[config.mk]
export PLATFORM = sky130hd
export DESIGN_NAME = axil_master
export DESIGN_NICKNAME = d
export VERILOG_FILES = /design/src/rtl/axil_master.sv
export SDC_FILE = /design/constraint.sdc
export NUM_CORES = 1
export LEC_CHECK = 0
export CAP_MARGIN = 20
export CELL_PAD_IN_SITES_DETAIL_PLACEMENT = 1
export CELL_PAD_IN_SITES_GLOBAL_PLACEMENT = 1
export CORE_MARGIN = 1
export CORE_UTILIZATION = 34
export CTS_CLUSTER_DIAMETER = 200
export DETAILED_ROUTE_END_ITERATION = 6
export PLACE_DENSITY_LB_ADDON = 0.05
export SYNTH_ARGS = -nofsm -noshare
export SYNTH_HDL_FRONTEND = slang
export SYNTH_SLANG_ARGS = --single-unit
[constraint.sdc]
create_clock -name clk -period 14.7 [get_ports clk]
set_input_delay 2.94 -clock clk [delete_from_list [all_inputs] [get_ports clk]]
set_output_delay 2.94 -clock clk [all_outputs]
set_load 0.005 [all_outputs]
[src/rtl/axil_master.sv]
// axil_master: single-outstanding AXI4-Lite initiator.
// Turns one local command into one AXI4-Lite read or write. The result comes
// back on a valid/ready response port.
// Optional build macro: AXIL_MASTER_ERR_CNT_EN adds a saturating error counter
// (err_count) with a synchronous clear input (err_clr).
module axil_master #(
  parameter int unsigned ADDR_WIDTH = 32,
  parameter int unsigned DATA_WIDTH = 32
) (
  input  logic                      clk,
  input  logic                      rst,
  // local command port
  input  logic                      cmd_valid,
  output logic                      cmd_ready,
  input  logic                      cmd_write,
  input  logic [ADDR_WIDTH-1:0]     cmd_addr,
  input  logic [DATA_WIDTH-1:0]     cmd_wdata,
  input  logic [DATA_WIDTH/8-1:0]   cmd_wstrb,
  // local response port
  output logic                      rsp_valid,
  input  logic                      rsp_ready,
  output logic                      rsp_write,
  output logic [DATA_WIDTH-1:0]     rsp_rdata,
  output logic [1:0]                rsp_resp,
  // AXI AW channel
  output logic [ADDR_WIDTH-1:0]     m_awaddr,
  output logic [2:0]                m_awprot,
  output logic                      m_awvalid,
  input  logic                      m_awready,
  // AXI W channel
  output logic [DATA_WIDTH-1:0]     m_wdata,
  output logic [DATA_WIDTH/8-1:0]   m_wstrb,
  output logic                      m_wvalid,
  input  logic                      m_wready,
  // AXI B channel
  input  logic [1:0]                m_bresp,
  input  logic                      m_bvalid,
  output logic                      m_bready,
  // AXI AR channel
  output logic [ADDR_WIDTH-1:0]     m_araddr,
  output logic [2:0]                m_arprot,
  output logic                      m_arvalid,
  input  logic                      m_arready,
  // AXI R channel
  input  logic [DATA_WIDTH-1:0]     m_rdata,
  input  logic [1:0]                m_rresp,
  input  logic                      m_rvalid,
  output logic                      m_rready
`ifdef AXIL_MASTER_ERR_CNT_EN
  ,
  output logic [7:0]                err_count,
  input  logic                      err_clr
`endif
);

  localparam int unsigned STRB_WIDTH = DATA_WIDTH / 8;

  typedef enum logic [2:0] {
    IDLE    = 3'd0,
    WR_REQ  = 3'd1,
    WR_RESP = 3'd2,
    RD_REQ  = 3'd3,
    RD_DATA = 3'd4,
    RESP    = 3'd5
  } state_t;

  state_t                  state_q,     state_d;
  logic [ADDR_WIDTH-1:0]   awaddr_q,    awaddr_d;
  logic [ADDR_WIDTH-1:0]   araddr_q,    araddr_d;
  logic [DATA_WIDTH-1:0]   wdata_q,     wdata_d;
  logic [STRB_WIDTH-1:0]   wstrb_q,     wstrb_d;
  logic                    awvalid_q,   awvalid_d;
  logic                    wvalid_q,    wvalid_d;
  logic                    arvalid_q,   arvalid_d;
  logic                    rsp_write_q, rsp_write_d;
  logic [DATA_WIDTH-1:0]   rsp_rdata_q, rsp_rdata_d;
  logic [1:0]              rsp_resp_q,  rsp_resp_d;

  // Every valid is a flop and every ready output decodes only the state
  // register, so no *ready input reaches a *valid output combinationally.
  assign cmd_ready = (state_q == IDLE) && !rst;
  assign rsp_valid = (state_q == RESP);
  assign rsp_write = rsp_write_q;
  assign rsp_rdata = rsp_rdata_q;
  assign rsp_resp  = rsp_resp_q;

  assign m_awaddr  = awaddr_q;
  assign m_awprot  = '0;
  assign m_awvalid = awvalid_q;
  assign m_wdata   = wdata_q;
  assign m_wstrb   = wstrb_q;
  assign m_wvalid  = wvalid_q;
  assign m_bready  = (state_q == WR_RESP);
  assign m_araddr  = araddr_q;
  assign m_arprot  = '0;
  assign m_arvalid = arvalid_q;
  assign m_rready  = (state_q == RD_DATA);

  // Next-state and channel control for the one in-flight transaction.
  always_comb begin
    state_d     = state_q;
    awaddr_d    = awaddr_q;
    araddr_d    = araddr_q;
    wdata_d     = wdata_q;
    wstrb_d     = wstrb_q;
    awvalid_d   = awvalid_q;
    wvalid_d    = wvalid_q;
    arvalid_d   = arvalid_q;
    rsp_write_d = rsp_write_q;
    rsp_rdata_d = rsp_rdata_q;
    rsp_resp_d  = rsp_resp_q;

    case (state_q)
      IDLE: begin
        if (cmd_valid) begin
          if (cmd_write) begin
            awaddr_d  = cmd_addr;
            wdata_d   = cmd_wdata;
            wstrb_d   = cmd_wstrb;
            awvalid_d = 1'b1;
            wvalid_d  = 1'b1;
            state_d   = WR_REQ;
          end else begin
            araddr_d  = cmd_addr;
            arvalid_d = 1'b1;
            state_d   = RD_REQ;
          end
        end
      end

      WR_REQ: begin
        if (awvalid_q && m_awready) awvalid_d = 1'b0;
        if (wvalid_q && m_wready)   wvalid_d  = 1'b0;
        // A channel counts as done if it already handshook or does so now.
        if ((!awvalid_q || m_awready) && (!wvalid_q || m_wready)) begin
          state_d = WR_RESP;
        end
      end

      WR_RESP: begin
        if (m_bvalid) begin
          rsp_resp_d  = m_bresp;
          rsp_write_d = 1'b1;
          rsp_rdata_d = '0;
          state_d     = RESP;
        end
      end

      RD_REQ: begin
        if (m_arready) begin
          arvalid_d = 1'b0;
          state_d   = RD_DATA;
        end
      end

      RD_DATA: begin
        if (m_rvalid) begin
          rsp_resp_d  = m_rresp;
          rsp_write_d = 1'b0;
          rsp_rdata_d = m_rdata;
          state_d     = RESP;
        end
      end

      RESP: begin
        if (rsp_ready) state_d = IDLE;
      end

      default: begin
        state_d = IDLE;
      end
    endcase
  end

  // State and registered outputs; reset aborts any transaction immediately.
  always_ff @(posedge clk or posedge rst) begin
    if (rst) begin
      state_q     <= IDLE;
      awaddr_q    <= '0;
      araddr_q    <= '0;
      wdata_q     <= '0;
      wstrb_q     <= '0;
      awvalid_q   <= 1'b0;
      wvalid_q    <= 1'b0;
      arvalid_q   <= 1'b0;
      rsp_write_q <= 1'b0;
      rsp_rdata_q <= '0;
      rsp_resp_q  <= 2'b00;
    end else begin
      state_q     <= state_d;
      awaddr_q    <= awaddr_d;
      araddr_q    <= araddr_d;
      wdata_q     <= wdata_d;
      wstrb_q     <= wstrb_d;
      awvalid_q   <= awvalid_d;
      wvalid_q    <= wvalid_d;
      arvalid_q   <= arvalid_d;
      rsp_write_q <= rsp_write_d;
      rsp_rdata_q <= rsp_rdata_d;
      rsp_resp_q  <= rsp_resp_d;
    end
  end

`ifdef AXIL_MASTER_ERR_CNT_EN
  logic       resp_err;
  logic [7:0] err_count_q, err_count_d;

  assign resp_err  = ((state_q == WR_RESP) && m_bvalid && (m_bresp != 2'b00)) ||
                     ((state_q == RD_DATA) && m_rvalid && (m_rresp != 2'b00));
  assign err_count = err_count_q;

  // Saturating count of non-OKAY responses; clear wins over increment.
  always_comb begin
    err_count_d = err_count_q;
    if (err_clr) begin
      err_count_d = '0;
    end else if (resp_err && (err_count_q != 8'hFF)) begin
      err_count_d = err_count_q + 8'd1;
    end
  end

  // Error counter register.
  always_ff @(posedge clk or posedge rst) begin
    if (rst) err_count_q <= '0;
    else     err_count_q <= err_count_d;
  end
`endif

endmodule

* Word-level counts from Yosys, hierarchy flattened
Index checks and enable logic that the tools add are counted.
** Word-level totals
- Input bits :: 114
- Bits in registers :: 141
- Logic and storage cells :: 74
- Output and inout bits :: 148
** Cells by class
- Reduce and logical (&&, ||, !) cells :: 20
- Mux-type cells :: 27
- Bitwise operators :: 1
- Eq/ne operators :: 15
** Operators with widths (count)
- 2-to-1 mux 32 bit :: 2
- case mux 32 bit (2 select lines) :: 1
- 2-to-1 mux 3 bit :: 6
- != test 2 bit, second input constant :: 9
- case mux 3 bit (6 select lines) :: 1
- AND reduction 4 bit :: 3
- 2-to-1 mux 1 bit :: 9
- AND reduction 3 bit :: 3
- case mux 1 bit (2 select lines) :: 4
- == test 3 x 2 -> 1 bit, second input constant :: 2
- == test 3 bit, second input constant :: 2
- 2-to-1 mux 2 bit :: 3
- AND reduction 6 bit :: 1
- nonzero test 2 bit :: 3
- logical AND 1 bit :: 4
- case mux 2 bit (2 select lines) :: 1
- == test 3 x 1 -> 1 bit, second input constant :: 1
- logical NOT 1 bit :: 3
- logical NOT 3 bit :: 1
- logical OR 1 bit :: 2
- != test 2 x 1 -> 1 bit, second input constant :: 1
- inverter 1 bit :: 1

* Logic depth before layout (Yosys ltp)
- Depth after elaboration :: 5
- Mapped depth :: 8
- Mapped depth without buffers :: 6

* Worst setup path before layout
No wires, ideal clock.
- Path type :: in2out
- Start :: input rst
- End :: output cmd_ready
- Arrival time :: 3.156 ns
- Cell stages on the path :: 1
- Slack :: 8.604 ns
- Cells stage by stage :: nor4_1
** Between the ends
- Word-level cells in the longest chain between the ends :: 2
** Ends and longest elaborated chain
- start: declaration :: RTL line 11 : input logic rst,
- logical NOT 1 bit (no source line)
- logical AND 1 bit :: RTL line 81 : assign cmd_ready = (state_q == IDLE) && !rst;
- end: declaration :: RTL line 14 : output logic cmd_ready,
Every way passes these cells.

* Worst setup path in the final report
Ends and elaborated chain as after synthesis.

==> flow_metrics.py <==
metrics = {
    "status": {
        "run_status": "complete, no violations",
    },
    "drt": {
        "drc": 0,
        "wl_per_cell_microns": 18.70,
        "drtIter0Drc": 112,
        "antenna_left": 0,
        "drt-total-wl_microns": 15540,
        "via_count": 3935,
        "via_per_inst": 4.735,
        "firstDrtPassIters": 4,
    },
    "sta": {
        "slew_headroom": 0.3587,
        "final.min_clock_period_ns": 7.150,
        "min_period_over_period": 0.4864,
        "skew_ns": 0.007084,
        "rsz0062_at_grt": "no",
        "maxSlewViolCount": 0,
        "worst_slew_pin_slew_ns": 0.9582,
        "max_freq_ghz": 0.1399,
        "tns_ns": 0,
        "hold_viol_final": 0,
        "fin_hold_ws_ns": 0.4981,
        "setup_viol": 0,
    },
    "floorplanning": {
        "coreArea_sq_um": 15430,
        "start_util": 0.3530,
        "die_y_microns": 128.6,
        "die_x_microns": 128.6,
        "dieArea_sq_um": 16530,
        "fp-row-count": 45,
        "io_pins": 262,
    },
    "logic_synthesis": {
        "synth-edff-count": 0,
        "synth_top_family_by_area": "multiplexers",
        "netlist_area_sq_um": 5446,
        "synthMuxAreaShare": 0.2125,
        "synth_compound_gate_area_share": 0.07122,
        "yosysWarnings": 0,
        "syn_area_per_cell_sq_um": 15.47,
        "syn_inst": 352,
        "synthFlopType": "dfrtp_1",
        "yosys.area_share.simple": 0.02711,
        "synth_adder_area_share": 0,
        "synthXorXnorAreaFrac": 0,
        "async_reset_ff_frac": 1.000,
        "synth_cell_types": 32,
        "ys_seq_area_frac": 0.6478,
        "synth-seq-cells": 141,
    },
    "worst_setup_path": {
        "cp_cell_sequence": "clkdlybuf4s50_1, nor4_1, clkdlybuf4s50_1",
        "arrival_ns": 4.21,
        "crit_slowest_cell": "clkdlybuf4s50_1",
        "cp_max_fo": 2,
        "cpPeakStageDelay_ns": 0.55,
        "critPathBufInv": 2,
        "start_kind": "primary input",
        "crit_required_ns": 11.76,
        "worstSetupPathType": "in2out",
        "cp-end-kind": "output port",
        "path_common_cell": "clkdlybuf4s50_1",
        "r2r_slack_ns": 12.14,
        "critical_path.top_delay_family": "buffers and inverters",
    },
    "cts": {
        "ctsResizeCount": 0,
        "path_clk_slew_ns": 0.06,
        "clkLatencyLatePin_ns": 0.42,
        "clock_path_buffers": 2,
        "cts_buffers": 17,
        "cts_root_buffer": "clkbuf_16",
        "cts_tree": "yes",
        "cts_max_level": 4,
        "cts_setup_buffers": 0,
        "clkSinkCount": 141,
        "postCtsHoldBufs": 0,
    },
    "power_and_ir_drop": {
        "p_sw_mw": 0.5263,
        "clkPwrFrac": 0.241,
        "power_leakage_nw": 3.754,
        "max-vdd-ir-drop_v": 0.0001107,
        "p_seq_frac": 0.360,
        "p_comb_frac": 0.399,
        "powerDensity_nw_per_um2": 215.1,
        "internal_power_mw": 1.363,
        "p_sw_frac": 0.2785,
    },
    "final_layout": {
        "instances_no_fill": 831,
        "fin_area_sq_um": 8786,
        "layout_commonest_cell": "clkdlybuf4s50_1",
        "layout_common_cells": "255 x clkdlybuf4s50_1, 141 x dfrtp_1, 101 x mux2_2",
        "area_delta_synth_final_pct": 61.31,
        "drive_gt1_frac": 0.2274,
        "fillCellCount": 1560,
        "diodes": 0,
        "nNetsFinal": 722,
        "multi_input_area_sq_um": 1728,
        "ff_latch_area_sq_um": 3528,
    },
    "flow_run": {
        "cap_violations": 0,
    },
    "placed_design": {
        "dp_cells": 800,
        "portBuffers": 255,
        "hpwl_microns": 10870,
        "place_area_sq_um": 8158,
        "gp_congestion": 0.7165,
    },
    "global_routing": {
        "overflow": 0,
        "grt_usage": 0.1978,
        "grt_start_max_net_pins": 75,
        "antenna_found_initial": 0,
        "grt_pass1_vias": 4374,
        "grt_pass1_wl_microns": 24380,
    },
    "min_path": {
        "hp-class": "reg2reg",
    },
}
-- power by group through the flow --
stage / combinational [mW] / sequential (mW) / clock, mW
floorplan: 0.290 / 0.681 / 0
global placement: 0.744 / 0.672 / 0
detailed placement: 0.760 / 0.686 / 0
CTS: 0.768 / 0.684 / 0.468
global route: 0.812 / 0.707 / 0.482
finish: 0.753 / 0.681 / 0.455
-- logic make-up after synthesis --
group	after synthesis
flops	141
mux	103
compound gates	47
buf+inv	33
simple gates	27
other cells	1
-- cell type report --
cell class              count  area share
repair buffers            259      0.2971
clock inverters            13     0.02150
clock buffers              18     0.04999
inverters                   6    0.003133
well taps                 211     0.03005
flip-flops and latches    141      0.4016
multi-input cells         183      0.1967
-- state kept, by name, summed over array words and instances, names as in the netlist --
register,cells
m_araddr,32
m_awaddr,32
m_wdata,32
rsp_rdata,32
m_wstrb,4
state_q,3
rsp_resp,2
m_arvalid,1
m_awvalid,1
m_wvalid,1
rsp_write,1
-- Yosys cell counts (2+ instances only) --
master   number  area share
dfrtp_1     141        0.65
nor4_1        2      0.0023
nor2b_1       3      0.0034
buf_2        12       0.011
buf_6         7       0.014
mux2i_1       2      0.0037
nor2_1        6      0.0041
o21ai_0       6      0.0055
a22o_1       32       0.051
mux2_2      101        0.21
inv_1         6      0.0041
nand2_1       6      0.0041
and2_1        2      0.0023
buf_4         8       0.011
-- final timing paths --
kind,from,endpoint,depth (start not counted)
min in group asynchronous,rst,m_awaddr[5],2
worst max-delay path,rst,cmd_ready,3
worst min register to register,rsp_rdata[25],rsp_rdata[25],1
max in group asynchronous,rst,m_wstrb[3],3
worst min-delay path,rsp_rdata[25],rsp_rdata[25],1
worst max register to register,state_q[0],m_araddr[27],4
-- metal layers --
layer,vias to the layer above,share of wire,routed length [microns],global-route usage
li1,1758,-,-,-
met1,2002,0.38,5950,0.2225
met2,154,0.51,7940,0.3339
met3,21,0.087,1351,0.07443
met4,0,0.019,300,0.08997
met5,-,0,0,0
-- stage by stage --
| stage | utilization | setup WS (ns) | power (mW) |
|---|---|---|---|
| after floorplan | - | 7.979 | 0.9712 |
| after global placement | 0.5260 | 7.569 | 1.415 |
| after detailed placement | 0.5288 | 7.556 | 1.446 |
| after CTS | 0.5695 | 7.556 | 1.920 |
| after global routing | 0.5695 | 7.538 | 2.001 |
| final | 0.5695 | 7.550 | 1.890 |
No activity file was read; power rests on OpenSTA's default activity.
==> edit 1: new RTL, same flow settings <==
The option `AXIL_MASTER_ERR_CNT_EN` is turned on by a define.
--- a/src/rtl/axil_master.sv
+++ b/src/rtl/axil_master.sv
@@ -3,6 +3,8 @@
 // back on a valid/ready response port.
 // Optional build macro: AXIL_MASTER_ERR_CNT_EN adds a saturating error counter
 // (err_count) with a synchronous clear input (err_clr).
+`define AXIL_MASTER_ERR_CNT_EN
+
 module axil_master #(
   parameter int unsigned ADDR_WIDTH = 32,
   parameter int unsigned DATA_WIDTH = 32
Ports: changed (added err_clr and err_count); port bits go from 262 to 271. No check against the original RTL was run, so the function may have changed too.
==> edit 1 against the original RTL <==
Fmax rose by 2.2%. Synthesized cell count rose by 16%. Count of clock-buffer cells in the layout rose by 4. Total power rose by 2.5%. Non-clock buffer count rose by 9. Synthesized area rose by 11%. Sequential cell count rose by 8. Setup slack improved by 0.15 ns. Cell area rose by 7.6%. Routed wire length rose by 11%. Utilization fell by 2.3 points. Largest cell class unchanged.
==> edit 1: results <==
{
  "drt_iter0_drc": 181,
  "portBuffers": 264,
  "syn_avg_cell_area_um2": 14.8,
  "p_leak_nw": 4.07,
  "placed_cells": 876,
  "maxSlewHeadroom_pct": 38.6,
  "status": "complete, no violations",
  "synth_top_cells_by_area": "dfrtp_1, mux2_2, mux2_4",
  "routed_via_density": 4.84,
  "wl_per_cell_um": 19.0,
  "synth_commonest_cells": "dfrtp_1, mux2_2, a22o_1",
  "finalClockSkew_ns": 0.0134,
  "final_layout_size_suffix_gt1_share_pct": 17.7,
  "grt_pass1_vias": 4796,
  "grt_usage_pct": 19.6,
  "grt_first_pass_wirelength_um": 27200,
  "yosysSeqAreaShare_pct": 61.8,
  "irDropWorstVdd_v": 0.0000961,
  "post-cts-setup-buffers": 0,
  "p_int_mw": 1.40,
  "drt_wl_total_um": 17200,
  "cp.arrival_ns": 4.06,
  "grt_max_degree": 78,
  "crit_path_max_incr_delay_ns": 0.50,
  "dpl.hpwl_um": 12000,
  "synth_cell_types": 45,
  "rrSetupSlack_ns": 11.84,
  "nets": 786
}
==> edit 1: cell count changes after synthesis, moves of 3 or more <==
cell / before / now
buf_2: 12 / 6
clkbuf_1: 0 / 8
dfrtp_1: 141 / 149
o31ai_1: 0 / 3
a21oi_1: 0 / 9
mux2_4: 0 / 29
or3_1: 0 / 3
nand2_1: 6 / 15
mux2_2: 101 / 52
o21ai_0: 6 / 11
mux2_1: 0 / 20
==> edit 1: cell type report <==
class                      instances  area [µm²]
multi-input combinational        228        2120
sequential                       149        3730
timing repair buffer             268        2670
clock inverter                    10         145
tap                              225         282
clock buffer                      22         474
inverter                           6        27.5
fill                            1756        7850
==> edit 1: path summary, 6_finish.rpt <==
check / from / end
worst max-delay path: rst / cmd_ready
worst max register to register: state_q[0]$_DFFE_PP0P_ / m_wdata[4]$_DFFE_PP0P_
min in group asynchronous: rst / m_wdata[12]$_DFFE_PP0P_
worst min-delay path: m_awaddr[19]$_DFFE_PP0P_ / m_awaddr[19]$_DFFE_PP0P_
max in group asynchronous: rst / m_awaddr[7]$_DFFE_PP0P_
worst min register to register: m_awaddr[19]$_DFFE_PP0P_ / m_awaddr[19]$_DFFE_PP0P_
==> edit 1: logic make-up (layout without fill, tap and decap cells) <==
group | Yosys count | count (layout) | synth area share [%]
flip-flops | 149 | 149 | 61.8
adder cells (fa/ha/maj) | 1 | 1 | 0.207
AND/OR/NAND/NOR | 51 | 51 | 5.04
buffers and inverters | 35 | 306 | 3.55
multiplexers | 105 | 105 | 21.3
other | 1 | 6 | 0.0622
AO/OA/AOI/OAI | 65 | 65 | 7.97
==> edit 1: power by group through the flow <==
stage	registers, mW	clock network [mW]	logic, mW
CTS	0.715	0.466	0.785
global placement	0.703	0	0.760
floorplan	0.710	0	0.293
finish	0.713	0.454	0.770
global route	0.741	0.484	0.829
detailed placement	0.717	0	0.777
==> edit 1: worst max-delay path: cells and delay by family <==
| kind | cells | cell delay [ns] |
|---|---|---|
| buffers and inverters | 2 | 0.98 |
| and+or+nand+nor | 1 | 0.13 |
==> edit 1: stage by stage <==
stage,area [µm²],power (mW),utilization [%],setup slack [ns],hold WS [ns]
4_1_cts,9450,1.97,54.6,7.70,0.488
5_1_grt,9450,2.05,54.6,7.60,0.495
2_1_floorplan,6050,1.00,-,7.75,0.471
3_5_place_dp,8830,1.49,51.1,7.71,0.474
6_report,9450,1.94,54.6,7.70,0.481
3_3_place_gp,8830,1.46,51.1,7.69,0.464
==> edit 1: routing by layer <==
layer	track usage [%]	vias up	wire length [µm]
met1	24.2	2237	7040
met4	6.93	0	327
met3	6.43	20	1310
li1	-	1980	-
met5	0	-	0
met2	31.9	161	8540
==> edit 2: new RTL, same flow settings <==
Made on the original files. Re-encode `state_t` (6 states) as one-hot, 6 bits wide.
--- a/src/rtl/axil_master.sv
+++ b/src/rtl/axil_master.sv
@@ -55,13 +55,13 @@
 
   localparam int unsigned STRB_WIDTH = DATA_WIDTH / 8;
 
-  typedef enum logic [2:0] {
-    IDLE    = 3'd0,
-    WR_REQ  = 3'd1,
-    WR_RESP = 3'd2,
-    RD_REQ  = 3'd3,
-    RD_DATA = 3'd4,
-    RESP    = 3'd5
+  typedef enum logic [5:0] {
+    IDLE    = 6'b000001,
+    WR_REQ  = 6'b000010,
+    WR_RESP = 6'b000100,
+    RD_REQ  = 6'b001000,
+    RD_DATA = 6'b010000,
+    RESP    = 6'b100000
   } state_t;
 
   state_t                  state_q,     state_d;
Behaviour: same outputs for any inputs over 4 cycles, from zero or initial values and one cycle with rst high; so few cycles prove little.
==> edit 2 against the original RTL <==
Sequential cell count is 3 higher. Critical path depth stayed put. Cell area is 3.3% higher. Synthesized area is 7.7% higher. Setup slack better by 0.15 ns. Routed wire length is 0.93% higher. Sequential share of layout area is 0.43 points lower. Total power is 0.64% higher. Clock power is 15% lower. Critical path type unchanged. Critical endpoint unchanged.
==> edit 2: results <==
{
  "grt_max_degree": 75,
  "grt_usage_pct": 18.4,
  "htreeDepth": 4,
  "clockBufferDepth": 2,
  "grt_first_pass_wirelength_um": 25200,
  "vias": 3981,
  "synth_top_cells_by_area": "dfrtp_1, mux2_4, mux2_2",
  "insertion_delay_ns": 0.41,
  "p_leak_nw": 4.12,
  "crit_path_max_incr_delay_ns": 0.50,
  "synth_cell_types": 37,
  "wl_met3_um": 1290,
  "wl_per_cell_um": 18.5,
  "grt.met1_usage_pct": 22.8,
  "synth_async_sr_flop_share_pct": 100,
  "post-cts-setup-buffers": 0,
  "antenna_found_initial": 0,
  "cts_root_buffer": "clkbuf_16",
  "antenna_cells": 0,
  "yosysSeqAreaShare_pct": 61.4,
  "finalHoldViolCount": 0,
  "swShare_pct": 27.4,
  "dpl.hpwl_um": 10800,
  "num-fill-cells": 1629,
  "use_met2_pct": 29.5,
  "cp_slowest_cell": "clkdlybuf4s50_1",
  "grt_pass1_vias": 4459,
  "dr_wl_met2_um": 7580,
  "yosys_warnings": 0,
  "synth_commonest_cells": "dfrtp_1, mux2_4, a22o_1, mux2_2, o21ai_0",
  "dr.pass1.iters": 4,
  "irDropWorstVdd_v": 0.0000941,
  "clk_pin_slew_worst_paths_ns": 0.06,
  "maxSlewHeadroom_pct": 37.8,
  "finalClockSkew_ns": 0.00837,
  "min_path_type": "reg -> reg",
  "final_layout_size_suffix_gt1_share_pct": 22.9,
  "post_dp_cell_area_um2": 8540,
  "use_met3_pct": 6.28,
  "status": "complete, no violations",
  "dr.max_layer_used": "met4",
  "gp_congestion": 0.748,
  "nets": 731,
  "cts_buffers": 17,
  "path_max_fanout": 2,
  "met1Wirelength_um": 6510,
  "cts-resized-gates": 0,
  "cpLargestDelayFamily": "buffers and inverters",
  "portBuffers": 255,
  "drt_iter0_drc": 117,
  "cp.arrival_ns": 4.06
}
edit 2: cell count changes in the layout (fill, tap and decap cells not counted), moves of 3 or more:
cell | before | now
o21ai_0 | 6 | 11
clkinvlp_4 | 2 | 5
mux2_4 | 0 | 67
nor2_1 | 6 | 1
bufinv_16 | 4 | 0
inv_1 | 5 | 8
clkinv_2 | 2 | 6
mux2_2 | 101 | 32
edit 2: area by class of cell:
class / count / area (µm²) / area share (%)
Clock buffer: 18 / 439 / 4.84
Clock inverter: 14 / 93.8 / 1.03
Inverter: 9 / 38.8 / 0.427
Multi-Input combinational cell: 186 / 2040 / 22.5
Sequential cell: 144 / 3600 / 39.7
Tap cell: 220 / 275 / 3.03
Timing Repair Buffer: 259 / 2580 / 28.5
edit 2: worst paths after layout:
| path | start | to | slack (ns) | cells past startpoint |
|---|---|---|---|---|
| max | rst | cmd_ready | 7.70 | 3 |
| min | rsp_resp[0]$_DFFE_PP0P_ | rsp_resp[0]$_DFFE_PP0P_ | 0.49 | 2 |
| max reg2reg | state_q[4]$_DFFE_PP0P_ | m_wdata[1]$_DFFE_PP0P_ | 11.93 | 5 |
| min reg2reg | rsp_resp[0]$_DFFE_PP0P_ | rsp_resp[0]$_DFFE_PP0P_ | 0.49 | 2 |
| max in group asynchronous | rst | m_awaddr[14]$_DFFE_PP0P_ | 10.29 | 3 |
| min in group asynchronous | rst | rsp_rdata[15]$_DFFE_PP0P_ | 3.03 | 2 |
edit 2: power by group through the flow:
stage               combinational (mW)  sequential, mW  clock, mW
global route                     0.861           0.734      0.418
floorplan                        0.330           0.708          0
global placement                 0.803           0.699          0
finish                           0.806           0.708      0.388
detailed placement               0.816           0.709          0
CTS                              0.820           0.711      0.400
edit 2: worst min-delay path, stage by stage (launching register included):
cell and delay [ns]:
dfrtp_1 0.34, nand2_1 0.05, o21ai_0 0.07
edit 2: metrics by stage:
step / setup WS, ns / power [mW] / instances / utilization (%) / hold slack [ns]
6_report: 7.70 / 1.90 / 850 / 54.3 / 0.489
3_5_place_dp: 7.69 / 1.53 / 818 / 51.1 / 0.481
3_3_place_gp: 7.69 / 1.50 / 818 / 51.1 / 0.470
2_1_floorplan: 7.90 / 1.04 / 367 / - / 0.473
4_1_cts: 7.69 / 1.93 / 850 / 54.3 / 0.497
5_1_grt: 7.66 / 2.01 / 850 / 54.3 / 0.514
edit 2: cells by family after synthesis:
family / synth area share [%]
flip-flops: 61.4
multiplexers: 23.8
AO/OA/AOI/OAI: 6.76
buffers and inverters: 4.20
AND/OR/NAND/NOR: 3.58
XOR/XNOR: 0.149
other: 0.0639
